File: src/rtl/fft_dif_bf_scheduler.sv
// Radix-2 DIF butterfly scheduler: walks k over N/2 butterflies per stage,
// drains the datapath pipeline between stages, pulses done at frame end.
module fft_dif_bf_scheduler #(
  parameter int N        = 8,
  parameter int LOG2N    = 3,
  parameter int AW       = 3,
  parameter int PIPE_LAT = 2,
  localparam int SW      = (LOG2N > 1) ? $clog2(LOG2N) : 1
) (
  input  logic          clk,
  input  logic          rst,
  input  logic          start,
  input  logic          bf_ready,
  output logic          bf_valid,
  output logic [AW-1:0] idx_a,
  output logic [AW-1:0] idx_b,
  output logic [AW-2:0] tw_idx,
  output logic [SW-1:0] stage,
  output logic          busy,
  output logic          done
);

  localparam int DW = (PIPE_LAT > 1) ? $clog2(PIPE_LAT) : 1;
  localparam logic [DW-1:0] CLAST = DW'((PIPE_LAT > 0) ? PIPE_LAT - 1 : 0);
  localparam logic [DW-1:0] CONE  = DW'(1);
  localparam logic [AW-2:0] KLAST = '1;
  localparam logic [AW-2:0] KONE  = (AW-1)'(1);
  localparam logic [SW-1:0] SLAST = SW'(LOG2N - 1);
  localparam logic [SW-1:0] SONE  = SW'(1);
  localparam logic [AW-1:0] TOP   = AW'(LOG2N - 1);
  localparam logic [AW-1:0] AONE  = AW'(1);

  typedef enum logic [1:0] {IDLE, ISSUE, DRAIN, DONE} state_t;

  state_t        state_q, state_d;
  logic [AW-2:0] k_q, k_d;
  logic [SW-1:0] stage_q, stage_d;
  logic [DW-1:0] cnt_q, cnt_d;
  logic          last_stage;

  assign last_stage = (stage_q == SLAST);

  always_ff @(posedge clk) begin
    if (rst) begin
      state_q <= IDLE;
      k_q     <= '0;
      stage_q <= '0;
      cnt_q   <= '0;
    end else begin
      state_q <= state_d;
      k_q     <= k_d;
      stage_q <= stage_d;
      cnt_q   <= cnt_d;
    end
  end

  always_comb begin
    state_d = state_q;
    k_d     = k_q;
    stage_d = stage_q;
    cnt_d   = cnt_q;
    unique case (state_q)
      IDLE: begin
        if (start) begin
          state_d = ISSUE;
          k_d     = '0;
          stage_d = '0;
        end
      end
      ISSUE: begin
        if (bf_ready) begin
          if (k_q == KLAST) begin
            k_d   = '0;
            cnt_d = '0;
            if (PIPE_LAT > 0) state_d = DRAIN;
            else if (last_stage) state_d = DONE;
            else stage_d = stage_q + SONE;
          end else begin
            k_d = k_q + KONE;
          end
        end
      end
      DRAIN: begin
        if (cnt_q == CLAST) begin
          if (last_stage) begin
            state_d = DONE;
          end else begin
            state_d = ISSUE;
            stage_d = stage_q + SONE;
          end
        end else begin
          cnt_d = cnt_q + CONE;
        end
      end
      DONE: begin
        state_d = IDLE;
        stage_d = '0;
      end
      default: state_d = IDLE;
    endcase
  end

  // span = 2^shamt; a = (g << (shamt+1)) | j, b = a | span
  logic [AW-1:0] shamt, span, mask, kx, j, g, a;
  logic [AW-2:0] tw;
  logic          is_issue;

  always_comb begin
    shamt = TOP - AW'(stage_q);
    span  = AONE << shamt;
    mask  = span - AONE;
    kx    = {1'b0, k_q};
    j     = kx & mask;
    g     = kx >> shamt;
    a     = (g << (shamt + AONE)) | j;
    tw    = j[AW-2:0] << stage_q;
  end

  assign is_issue = (state_q == ISSUE);
  assign bf_valid = is_issue;
  assign idx_a    = is_issue ? a : '0;
  assign idx_b    = is_issue ? (a | span) : '0;
  assign tw_idx   = is_issue ? tw : '0;
  assign stage    = stage_q;
  assign busy     = (state_q != IDLE);
  assign done     = (state_q == DONE);

endmodule

File: config.mk
export PLATFORM = sky130hd
export DESIGN_NAME = fft_dif_bf_scheduler
export DESIGN_NICKNAME = d
export VERILOG_FILES = /design/src/rtl/fft_dif_bf_scheduler.sv
export SDC_FILE = /design/constraint.sdc
export NUM_CORES = 1
export LEC_CHECK = 0
export CAP_MARGIN = 10
export CORE_AREA = 5 5 42 44
export DETAILED_ROUTE_END_ITERATION = 16
export DIE_AREA = 0 0 47 49
export GPL_ROUTABILITY_DRIVEN = 0
export PLACE_DENSITY = 0.85
export SYNTH_ARGS = -nofsm -noshare
export SYNTH_HDL_FRONTEND = slang
export SYNTH_SLANG_ARGS = --single-unit
File: constraint.sdc
create_clock -name clk -period 2.8 [get_ports clk]
set_input_delay 0.56 -clock clk [delete_from_list [all_inputs] [get_ports clk]]
set_output_delay 0.56 -clock clk [all_outputs]
set_load 0.02 [all_outputs]
# Yosys cells after proc, flatten, opt, wreduce, memory -nomap -nowiden
# Cells that the tools add are included.
dict set report totals {
  register_bits 7
  word_cells 56
}
dict set report classes {
  n_addsub 6
  eq_ne 10
  n_shift 4
  n_mux 20
  bitwise_logic 4
  reduce_logical 8
}
# op n
set op_table {}
lappend op_table {{2-bit 2-to-1 mux} 11}
lappend op_table {{2-bit equality test, second input constant} 4}
lappend op_table {{2-bit inequality test, second input constant} 4}
lappend op_table {{2-bit one-hot mux with 4 select lines} 1}
lappend op_table {{4-bit AND reduction} 2}
lappend op_table {{3-bit 2-to-1 mux} 2}
lappend op_table {{3-bit OR} 2}
lappend op_table {{2-bit one-hot mux with 3 select lines} 1}
lappend op_table {{3-bit AND reduction} 2}
lappend op_table {{2-bit nonzero test} 3}
lappend op_table {{2-bit by 1-bit adder with 2-bit output, second input constant} 2}
lappend op_table {{2-bit one-hot mux with 2 select lines} 1}
lappend op_table {{3-bit by 1-bit adder with 3-bit output, second input constant} 1}
lappend op_table {{2-bit by 3-bit AND with 3-bit output} 1}
lappend op_table {{1-bit 2-to-1 mux} 3}
lappend op_table {{1-bit by 3-bit << shifter with 3-bit output, first input constant} 1}
lappend op_table {{3-bit by 3-bit << shifter with 3-bit output} 1}
lappend op_table {{2-bit by 3-bit >> shifter with 3-bit output} 1}
lappend op_table {{2-bit by 2-bit subtractor with 3-bit output, first input constant} 1}
lappend op_table {{3-bit by 1-bit subtractor with 3-bit output, second input constant} 1}
lappend op_table {{2-bit by 1-bit equality test with 1-bit output, second input constant} 1}
lappend op_table {{2-bit logical NOT} 1}
lappend op_table {{2-bit by 1-bit inequality test with 1-bit output, second input constant} 1}
lappend op_table {{1-bit one-hot mux with 2 select lines} 1}
lappend op_table {{3 further kinds} 3}

# Logic depth before layout (Yosys ltp)
dict set report depth {
  ltp_word 7
  depth_mapped 5
  mapped_depth_nobuf 5
}

# Worst setup path before layout
# OpenSTA, ideal clock, no wires.
dict set report synth_timing {
  path_type {register to output}
  startpoint {register stage_q[0], in the netlist stage[0]}
  endpoint {output tw_idx[0]}
  arrival_time_ps 1686
  required_time_ps 2240
  path_slack_ps 554
  stages_incl_launch_ff 5
  cell_sequence {dfxtp_1 > inv_1 > ha_1 > nand2b_1 > nor4_1}
}
dict set report synth_between {
  elab_chain_len 6
}
# element line_no
set synth_lines {}
lappend synth_lines {{from (decl)} 37} ;# logic [SW-1:0] stage_q, stage_d;
lappend synth_lines {{from (signal assigned)} 52} ;# stage_q <= stage_d;
lappend synth_lines {{2-bit by 2-bit subtractor with 3-bit output} 109} ;# shamt = TOP - AW'(stage_q);
lappend synth_lines {{1-bit by 3-bit << shifter with 3-bit output} 110} ;# span = AONE << shamt;
lappend synth_lines {{3-bit by 1-bit subtractor with 3-bit output} 111} ;# mask = span - AONE;
lappend synth_lines {{2-bit by 3-bit AND with 3-bit output} 113} ;# j = kx & mask;
lappend synth_lines {{2-bit by 2-bit << shifter with 2-bit output (*)} 116} ;# tw = j[AW-2:0] << stage_q;
lappend synth_lines {{2-bit 2-to-1 mux (*)} 123} ;# assign tw_idx = is_issue ? tw : '0;
lappend synth_lines {{to (decl)} 17} ;# output logic [AW-2:0] tw_idx,
# Mark *: on every way between the ends. The rest lies on a longest branch, timed or not.

# Worst setup path after layout
dict set report layout_timing {
  startpoint {register stage_q[0], in the netlist stage[0]}
  endpoint {output idx_a[2]}
}
dict set report layout_between {
  elab_chain_len 6
  elab_cells_between_ends 9
}
# element line_no
set layout_lines {}
lappend layout_lines {{2-bit by 2-bit subtractor with 3-bit output (*)} 109}
lappend layout_lines {{branches (longest 3 deep; another with 3-bit by 1-bit adder with 3-bit output)} -}
lappend layout_lines {{3-bit OR (*)} 115} ;# a = (g << (shamt + AONE)) | j;
lappend layout_lines {{3-bit 2-to-1 mux (*)} 121} ;# assign idx_a = is_issue ? a : '0;
lappend layout_lines {{to (decl)} 15} ;# output logic [AW-1:0] idx_a,
# Mark *: on every way between the ends.

==> impl_metrics.env <==
export IMPL_run_status="finished clean"
export IMPL_synth_top_area_share_pct=24.3
export IMPL_ctsRootBufferMaster="clkbuf_4"
export IMPL_ant_nets=0
export IMPL_detail_route_wl_per_cell_um=11.5
export IMPL_worst_pin_slew_ns=0.325
export IMPL_reg2reg_depth=5
export IMPL_min_delay_path_depth=2
export IMPL_port_buffers=16
export IMPL_power_share_switching_pct=33.0
export IMPL_report_final_setup_viol=0
export IMPL_hold_sp="k_q[1]$_SDFFE_PP0P_"
export IMPL_netlist_cell_type_count=31
export IMPL_slew_limit_headroom_pct=78.3
export IMPL_worst_setup_hold_path_clk_slew_ns=0.06
export IMPL_cell_area_after_technology_mapping_um2=576
export IMPL_globalRoute_totalOverflow=0
export IMPL_post_route_cells_drive_above_1_share_pct=16.5
export IMPL_cts_bufs_inserted=3
export IMPL_ios=17
export IMPL_synth_sequential_area_ratio_pct=24.3
export IMPL_hold_path_class="reg2reg"
export IMPL_worst_reg2reg_path_endpoint="stage[0]$_SDFFE_PP0P_"
export IMPL_grt_pass1_wl_um=1930
export IMPL_utilization_pct=55.1
export IMPL_worst_r2r_setup_slack_ns=1.30
export IMPL_placementRows=14
export IMPL_post_synth_inst_count=68
export IMPL_post_drt_via_cell_ratio=5.37
export IMPL_cts_sinks=7
export IMPL_finalWirelength_um=1160
export IMPL_setup_worst_path_end_class="output port"
export IMPL_design_core_area_um2=1400
export IMPL_clock_fmax_ghz=0.382
export IMPL_drt_iter0_markers=12
export IMPL_drv_max_cap_violation_count=0
export IMPL_report_final_slew_viol_count=0
export IMPL_p_int_uw=212
export IMPL_timing_final_hold_violations=0
export IMPL_critical_path_arrival_ns=2.06
export IMPL_r2r_start="stage[0]$_SDFFE_PP0P_"
export IMPL_initial_standard_cell_utilization_of_the_core_pct=41.1
export IMPL_cts_htree_levels=1
export IMPL_cts_setup_buffers=0
export IMPL_worst_ep_required_time_ns=2.24
export IMPL_die_w_um=47
export IMPL_fin_crit_ns=2.62
export IMPL_clock_path_buffers=2
export IMPL_commonest_non_fill_non_tap_cell_in_the_layout="clkdlybuf4s50_1"
export IMPL_final_cells=101
export IMPL_hold_worst_slack_ns=0.540
export IMPL_grt_start_max_net_pins=13
export IMPL_floorplan_die_height_um=49
export IMPL_stdcell_area_um2=772
export IMPL_yosys_area_top_type="dfxtp_1"
export IMPL_first_pass_detailed_route_iteration_total=4
export IMPL_clock_skew_final_ns=0.0107
export IMPL_yosys_warnings=0
export IMPL_track_usage_pct=11.2
export IMPL_timing_critical_path_fanout_max=7
export IMPL_nFillCells=136
export IMPL_cts_tree="built"
export IMPL_post_place_cells=97
export IMPL_synth_seq_cells=7
export IMPL_worstHoldEndpoint="k_q[1]$_SDFFE_PP0P_"
export IMPL_dp_hpwl_um=927
export IMPL_post_dp_cell_area_um2=736
export IMPL_antenna_found_initial=0
export IMPL_irDropWorstVdd_mv=0.342
export IMPL_netSwitchingPower_uw=104
export IMPL_postSynthNetCount=78
export IMPL_mostFrequentLayoutCells="clkdlybuf4s50_1, nor2_1, a21oi_1, ha_1"
export IMPL_clkPwrFrac_pct=29.8
export IMPL_via_count_of_the_first_global_routing_pass=463
export IMPL_nets=96
export IMPL_ys_top_cells_by_area="dfxtp_1, ha_1, nor2_1"
export IMPL_antennaDiodeCount=0
export IMPL_rsz0062_at_grt="false"
export IMPL_area_growth_pct=34.1
export IMPL_comb_power_share_pct=33.2
export IMPL_setup_tns_final_ns=0
export IMPL_synth_avg_cell_area_um2=8.46
export IMPL_drcViolationCount=0
export IMPL_power_density_nw_per_um2=409
export IMPL_route_vias_total=542
export IMPL_final_min_period_over_clock_period_pct=93.6
export IMPL_path_class="reg2out"
export IMPL_power_sequential_fraction_pct=37.0
export IMPL_die_area_um2=2300
export IMPL_clkLatencyLatePin_ns=0.26
export IMPL_start_kind="flip-flop"
export IMPL_leakagePower_nw=0.377
-- how the worst max path moves through the flow --
| stage | from | slack, ns | cells past startpoint | end |
|---|---|---|---|---|
| floorplan | stage[0]$_SDFFE_PP0P_ | 0.55 | 4 | tw_idx[0] |
| global placement | stage[0]$_SDFFE_PP0P_ | 0.30 | 6 | idx_b[1] |
| detailed placement | stage[0]$_SDFFE_PP0P_ | 0.22 | 6 | idx_b[1] |
| CTS | stage[0]$_SDFFE_PP0P_ | 0.01 | 6 | idx_a[1] |
| global route | state_q[0]$_SDFFE_PP0P_ | 0.02 | 3 | tw_idx[0] |
| finish | stage[0]$_SDFFE_PP0P_ | 0.18 | 5 | idx_a[2] |
-- kinds of logic after synthesis --
family,count (synthesis),share of synthesized area [%]
adders and majority gates,6,13.0
DFF,7,24.3
buffers and inverters,10,8.69
AOI/OAI and AO/OA,15,18.5
and+or+nand+nor,27,28.5
muxes,3,6.96
-- state kept, by name, summed over array words and instances, names as in the netlist --
signal,cells
stage,2
state_q,2
k_q,2
cnt_q,1
-- cells in the mapped netlist --
library cell  instances
inv_2                 1
inv_1                 5
dfxtp_1               7
o22ai_4               1
and2b_4               1
nor3_1                2
buf_6                 1
nand2b_1              2
nand4b_1              2
nor4_1                1
o21ai_1               1
a31oi_1               1
o311a_1               2
buf_4                 1
o21ai_0               2
or2_2                 1
buf_2                 1
and2_1                1
buf_1                 1
mux2i_1               1
mux2_4                2
and3_1                2
and3b_1               1
a21boi_0              1
o21a_1                1
nand2b_4              1
nor2_1                9
ha_1                  6
nor3b_1               1
a21oi_1               6
nor2b_1               3
-- area by class of cell --
class                      count  area [µm²]  area share [%]
clock inverter                 1        5.00           0.648
timing repair buffer          17         174            22.5
multi-input combinational     51         385            49.9
sequential                     7         143            18.5
tap                           16        20.0            2.59
clock buffer                   3        22.5            2.92
inverter                       6        22.5            2.92
-- timing repair --
item                                    4_1_cts  5_1_grt
endpoints found under the hold margin         0        0
endpoints found under the setup margin        1        5
hold buffers                                  0        0
gates cloned                                  0        0
resized for setup                             1        5
pin swaps                                     0        0
-- stage by stage --
step                power (mW)  worst slack, ns
global placement         0.223            0.299
finish                   0.316            0.180
CTS                      0.319           0.0143
floorplan                0.196            0.554
global route             0.337           0.0154
detailed placement       0.225            0.219
-- worst max-delay path: stages, from the launching register on --
cell             delay (ns)
dfxtp_2                0.39
inv_1                  0.13
ha_1                   0.32
nor2b_1                0.19
and3_1                 0.17
clkdlybuf4s50_1        0.59
-- power by group through the flow --
stage | clock network [mW] | logic, mW | registers (mW)
after floorplan | 0 | 0.0795 | 0.117
after global placement | 0 | 0.104 | 0.119
after detailed placement | 0 | 0.106 | 0.119
after CTS | 0.0952 | 0.106 | 0.117
after global routing | 0.102 | 0.116 | 0.119
final | 0.0942 | 0.105 | 0.117
-- per-layer routing --
metal	GRT usage (%)	vias up	part of all wire [%]
met5	0	-	0
met4	2.76	0	0.52
met3	3.69	2	8.5
met2	18.6	18	51
met1	13.5	248	40
li1	-	274	-
(Power assumes the default switching activity.)
